===== src/rtl/apb_slave_regbank.sv =====
`default_nettype none
// ============================================================================
// Module      : apb_slave_regbank
// Description : APB4 completer holding NUM_REGS read/write registers with
//               programmable wait states, byte strobes, pprot write
//               protection and pslverr. Register contents and per-register
//               write pulses are exported to the hardware side.
// Revision    : 1.0 - initial release
// ============================================================================
module apb_slave_regbank #(
  parameter int                 ADDR_W      = 32,
  parameter int                 DATA_W      = 32,
  parameter int                 NUM_REGS    = 8,
  parameter int                 WAIT_CYCLES = 0,
  parameter int                 PROT_CHECK  = 1,
  parameter logic [DATA_W-1:0]  RESET_VAL   = '0
) (
  input  logic                       pclk,
  input  logic                       preset_n,
  input  logic [ADDR_W-1:0]          paddr,
  input  logic [2:0]                 pprot,
  input  logic                       psel,
  input  logic                       penable,
  input  logic                       pwrite,
  input  logic [DATA_W-1:0]          pwdata,
  input  logic [DATA_W/8-1:0]        pstrb,
  output logic                       pready,
  output logic [DATA_W-1:0]          prdata,
  output logic                       pslverr,
  output logic [NUM_REGS*DATA_W-1:0] reg_q,
  output logic [NUM_REGS-1:0]        wr_pulse
);

  localparam int NB    = DATA_W / 8;
  localparam int LSB   = $clog2(NB);
  localparam int IDX_W = ADDR_W - LSB;
  localparam int CNT_W = 4;

  localparam logic [CNT_W-1:0] c_wait_max = CNT_W'(WAIT_CYCLES);
  localparam logic [IDX_W:0]   c_num_regs = (IDX_W + 1)'(NUM_REGS);

  localparam logic [1:0] c_idle   = 2'd0;
  localparam logic [1:0] c_setup  = 2'd1;
  localparam logic [1:0] c_access = 2'd2;

  // r_state holds the bus phase seen in the previous cycle; w_phase is the
  // phase of the current cycle, derived from it and the live psel/penable.
  logic [1:0]        r_state;
  logic [1:0]        w_phase;
  logic [1:0]        w_state_nxt;
  logic [CNT_W-1:0]  r_cnt;
  logic              w_ready;
  logic              w_err;
  logic              w_misalign;
  logic              w_in_range;
  logic              w_prot_err;
  logic              w_we;
  logic [IDX_W-1:0]  w_idx;
  logic [DATA_W-1:0] w_rd_mux;
  logic [DATA_W-1:0] r_regs [NUM_REGS];
  logic [NUM_REGS-1:0] r_wr_pulse;
  logic              w_unused;

  // pprot[2:1] carry no meaning for this bank
  assign w_unused = &{1'b0, pprot};

  // Address decode
  assign w_idx      = paddr[ADDR_W-1:LSB];
  assign w_in_range = ({1'b0, w_idx} < c_num_regs);
  assign w_prot_err = (PROT_CHECK != 0) && pwrite && !pprot[0];

  generate
    if (LSB > 0) begin : g_align
      assign w_misalign = |paddr[LSB-1:0];
    end else begin : g_no_align
      assign w_misalign = 1'b0;
    end
  endgenerate

  assign w_err   = !w_in_range || w_misalign || w_prot_err;
  assign w_ready = (w_phase == c_access) && psel && penable && (r_cnt == c_wait_max);

  // State register
  always_ff @(posedge pclk or negedge preset_n) begin
    if (!preset_n) begin
      r_state <= c_idle;
    end else begin
      r_state <= w_state_nxt;
    end
  end

  // Current-cycle phase: access only follows a setup or a pending access
  always_comb begin
    w_phase = c_idle;
    if (!psel) begin
      w_phase = c_idle;
    end else if (!penable) begin
      w_phase = c_setup;
    end else if ((r_state == c_setup) || (r_state == c_access)) begin
      w_phase = c_access;
    end else begin
      w_phase = c_idle;
    end
  end

  // Next state: a completed access returns to idle, otherwise track the phase
  always_comb begin
    w_state_nxt = w_phase;
    if ((w_phase == c_access) && w_ready) begin
      w_state_nxt = c_idle;
    end
  end

  // Bus outputs and write enable for the completion cycle
  always_comb begin
    pready  = w_ready;
    pslverr = w_ready && w_err;
    w_we    = w_ready && pwrite && !w_err;
    prdata  = '0;
    if (w_ready && !pwrite && !w_err) begin
      prdata = w_rd_mux;
    end
  end

  // Read mux over the register array
  always_comb begin
    w_rd_mux = '0;
    for (int i = 0; i < NUM_REGS; i++) begin
      if (w_idx == IDX_W'(i)) begin
        w_rd_mux = r_regs[i];
      end
    end
  end

  // Wait counter: cleared in setup, counts stalled access cycles, saturates
  always_ff @(posedge pclk or negedge preset_n) begin
    if (!preset_n) begin
      r_cnt <= '0;
    end else if (w_phase == c_setup) begin
      r_cnt <= '0;
    end else if ((w_phase == c_access) && !w_ready && (r_cnt != c_wait_max)) begin
      r_cnt <= r_cnt + 1'b1;
    end
  end

  // Register bank with per-byte-lane write strobes
  always_ff @(posedge pclk or negedge preset_n) begin
    if (!preset_n) begin
      for (int i = 0; i < NUM_REGS; i++) begin
        r_regs[i] <= RESET_VAL;
      end
    end else if (w_we) begin
      for (int i = 0; i < NUM_REGS; i++) begin
        if (w_idx == IDX_W'(i)) begin
          for (int b = 0; b < NB; b++) begin
            if (pstrb[b]) begin
              r_regs[i][b*8 +: 8] <= pwdata[b*8 +: 8];
            end
          end
        end
      end
    end
  end

  // One-cycle write pulse, raised even for an all-zero strobe
  always_ff @(posedge pclk or negedge preset_n) begin
    if (!preset_n) begin
      r_wr_pulse <= '0;
    end else begin
      r_wr_pulse <= '0;
      if (w_we) begin
        for (int i = 0; i < NUM_REGS; i++) begin
          if (w_idx == IDX_W'(i)) begin
            r_wr_pulse[i] <= 1'b1;
          end
        end
      end
    end
  end

  assign wr_pulse = r_wr_pulse;

  generate
    for (genvar gi = 0; gi < NUM_REGS; gi++) begin : g_regq
      assign reg_q[gi*DATA_W +: DATA_W] = r_regs[gi];
    end
  endgenerate

endmodule
`default_nettype wire

===== config.mk =====
export PLATFORM = sky130hd
export DESIGN_NAME = apb_slave_regbank
export DESIGN_NICKNAME = d
export VERILOG_FILES = /design/src/rtl/apb_slave_regbank.sv
export SDC_FILE = /design/constraint.sdc
export NUM_CORES = 1
export LEC_CHECK = 0
export ABC_AREA = 1
export BUFFER_PORTS_ARGS = -buffer_cell sky130_fd_sc_hd__buf_2
export CORE_ASPECT_RATIO = 0.75
export CORE_MARGIN = 5
export CORE_UTILIZATION = 57
export CTS_CLUSTER_DIAMETER = 30
export DETAILED_ROUTE_END_ITERATION = 10
export PLACE_DENSITY = 0.86
export SLEW_MARGIN = 25
export SYNTH_ARGS = -nofsm -noshare
export SYNTH_HDL_FRONTEND = slang
export SYNTH_SLANG_ARGS = --single-unit

===== constraint.sdc =====
create_clock -name pclk -period 4.5 [get_ports pclk]
set_input_delay 0.225 -clock pclk [delete_from_list [all_inputs] [get_ports pclk]]
set_output_delay 0.225 -clock pclk [all_outputs]
set_load 0.01 [all_outputs]

==> metrics.md <==
| Metric | Value |
|---|---|
| Initial antenna violation count | 2 |
| Synth Register Bits | 270 |
| Layout area overhead | 26.39% |
| Final number of setup-violating endpoints | 0 |
| Crit path kind | register to output port |
| WL final | roughly 46000 um |
| Async set-reset flop share out of synthesis | 100.0% |
| Worst Hold End | r_state[1]$_DFF_PN0_ |
| CP cell instances | inv_1, ha_1, nand2_1, nor2_1, inv_1, nor2_1, inv_1, nor2_4, nand2_1, inv_1, buf_4, o21ai_0, a21oi_1, buf_2 |
| Routed Antenna Nets | 0 |
| Slew @ Worst Pin | 945.7 ps |
| Setup slack, reg-to-reg | 1870 ps |
| Detailed-route wire length per cell | approximately 19 um |
| Highest Clock Rate | between 200 and 300 MHz |
| Post-DP HPWL | 31730 um |
| Layout fillers | 1763 |
| Worst R2R End | reg_q[92]$_DFFE_PN0P_ |
| Via density | 5.514 |
| Clock root cell | clkbuf_16 |
| WP data arrival | 3450 ps |
| Starting Density | 58.00% |
| Top FF cell, synth | dfrtp_1 |
| TritonCTS clock tree | built |
| CTS clk-pin slew, worst paths | 50 ps |
| Remaining DRCs | 0 |
| Register area share after synthesis | between 50% and 60% |
| GRT Util Overall | 33.45% |
| Hold-fix buffers, CTS | 3 |
| Worst r2r src | r_cnt[0]$_DFFE_PN0P_ |
| Pleak | 0.009021 uW |
| Max-Slew Margin vs Limit | 36.47% |
| Final WS setup | ~820 ps |
| Most area-consuming cells after synthesis | dfrtp_1 51%, nand2_1 12%, inv_1 7.4%, o21ai_1 6.3%, o21ai_0 5.7% |
| Post-place setup slack | 898.0 ps |
| Endpoint type of the worst setup path | output port |
| Syn. warnings | 0 |
| Die width | 186.9 um |
| Deepest clock path buffer count | 3 |
| GP Congestion | between 0.9 and 1 |
| Worst Path Buf+Inv | 6 |
| Synthesized area | between 10000 and 15000 um2 |
| Post-synth EDFFs | 0 |
| Syn Area/Cell | 7.996 um2 |
| Initial DRC count | approximately 1100 |
| MaxCap Viol Count | 0 |
| Chip height | 142.7 um |
| Vias in the first global route | 12446 |
| I/O Pins | 374 |
| Area leader, netlist | dfrtp_1 |
| Cts repair resizes | 0 |
| Synth top area share | just over 50% |
| Congestion Overflow GR | 0 |
| CP dominant cell by count | inv_1 |
| Slew Limit Fails | 0 |
| Layout cell share with drive strength beyond 1 | 26.56% |
| Total negative slack | 0 ps |
| Hold wc startpoint | psel |
| Fin. Hold Viols | 0 |
| Worst Hold Depth | 3 |
| Largest net degree at the start of global routing | 130 |
| Syn Inst Count | 1673 |
| Delay-heaviest family, CP | buffers and inverters |
| DR vias | between 10000 and 15000 |
| Power density over cell area | between 300 and 400 nW/um2 |
| Total CTS buffers | 47 |
| WP data required | 4280 ps |
| Post-synth top cells | 426 x nand2_1, 270 x dfrtp_1, 264 x inv_1, 168 x o21ai_1, 152 x o21ai_0 |
| Clock Latency Late Sink | 530 ps |
| Top-count cell post-synth | nand2_1 |
| I/O Buffers | 371 |
| Core Region | 23060 um2 |
| RSZ-0062 raised after global routing | false |
| Hold crit path type | input port to register |
| Crit-path slowest cell | dfrtp_1 |
| Crit path time final | 3677 ps |
| Die footprint | 26660 um2 |
| 1st-pass router iterations | 5 |
| Net Count, Synth | 1751 |
| Status | completed |
| Max stage delay on crit path | 380 ps |
| CP Launch Type | register |
| Post-CTS Setup Repair Bufs | 0 |
| Period utilisation layout | 81.72% |
| Sink Count | 270 |
| Worst Path Max Fanout | 21 |
| First-pass GRT wire length | about 71000 um |
| Unique masters post-synth | 34 |
| Worst Skew | 17.14 ps |
| Post-layout net count | around 2100 |
| Worst reg2reg path depth | 12 |
| VDD IR max | 0.2735 mV |
| CTS H-Tree Depth | 2 |
| FP Rows | 48 |
[kinds of logic after synthesis]
family	count (synthesis)	share of synthesized area, %
buffers and inverters	333	10.87
AOI/OAI and AO/OA	388	15.46
DFF	270	50.51
and+or+nand+nor	679	22.91
xor gates and xnor gates	1	0.06549
adders and majority gates	2	0.1870
[worst max path at each step]
stage                                    start    endpoint  slack (ps)  depth (start not counted)
after floorplan           r_cnt[0]$_DFFE_PN0P_   prdata[0]        2240                         13
after global placement               paddr[15]   prdata[7]         960                         12
after detailed placement             paddr[15]   prdata[1]         900                         12
after CTS                 r_cnt[1]$_DFFE_PN0P_  prdata[24]         830                         14
after global routing                 paddr[19]   prdata[1]         640                         13
final                     r_cnt[0]$_DFFE_PN0P_  prdata[24]         820                         14
[registers in the layout, indices dropped and copies added (netlist names)]
name,count
wr_pulse,8
r_cnt,4
reg_q,256
r_state,2
[per-stage QoR]
step                      hold WS (ps)  std cells  total power, uW  util [%]  area (um2)
after floorplan                 -70.59       1673             2514         -       13380
after global placement           405.5       2291             2627     66.32       15300
after detailed placement         399.1       2291             2630     66.35       15300
after CTS                        11.11       2377             6095     73.18       16880
after global routing             32.71       2379             6228     73.31       16910
final                            26.00       2379             6063     73.31       16910
[final cells by class]
class	count	area, um2	share of cell area, %
tap	300	375.4	2.220
antenna	1	2.502	0.01480
inverter	264	991.0	5.861
sequential	270	6756	39.96
multi-input combinational	1070	5179	30.63
clock inverter	29	292.8	1.732
timing repair buffer	391	2057	12.17
clock buffer	54	1252	7.408
[layer usage]
layer  up-vias  GRT usage [%]  wire length (um)
li1       6034              -                 -
met1      6200          45.48             18390
met2       760          54.00             20930
met3       121          8.456              4747
met4         2          10.11              1487
met5         -              0                11
[tightest hold or removal path, stage by stage]
cell and delay, ps:
buf_2 100, nand3_1 90, nor2_1 80
[placed cells by master, fill, tap and decap left out, types with 3 or more instances in the layout]
master	instances
nand4_1	7
a21oi_1	33
nor2_8	6
nand2_1	425
nand3_1	47
nand2_4	23
inv_1	264
clkbuf_8	5
dfrtp_1	270
dlygate4sd3_1	3
nand2_2	6
o21ai_0	152
clkinvlp_4	6
or2_2	7
buf_4	15
nor2_1	115
clkinv_2	11
bufinv_16	4
o21ai_2	32
buf_2	370
o21ai_1	168
and2_1	4
clkbuf_16	47
inv_6	5
nor3_1	26
[power by group]
| part | switching [uW] | internal, uW | total (uW) |
|---|---|---|---|
| clock | 1240 | 2230 | 3470 |
| sequential | 0.216 | 2430 | 2430 |
| combinational | 124 | 37.1 | 161 |
Note: power is estimated with default switching activity, not from simulation.
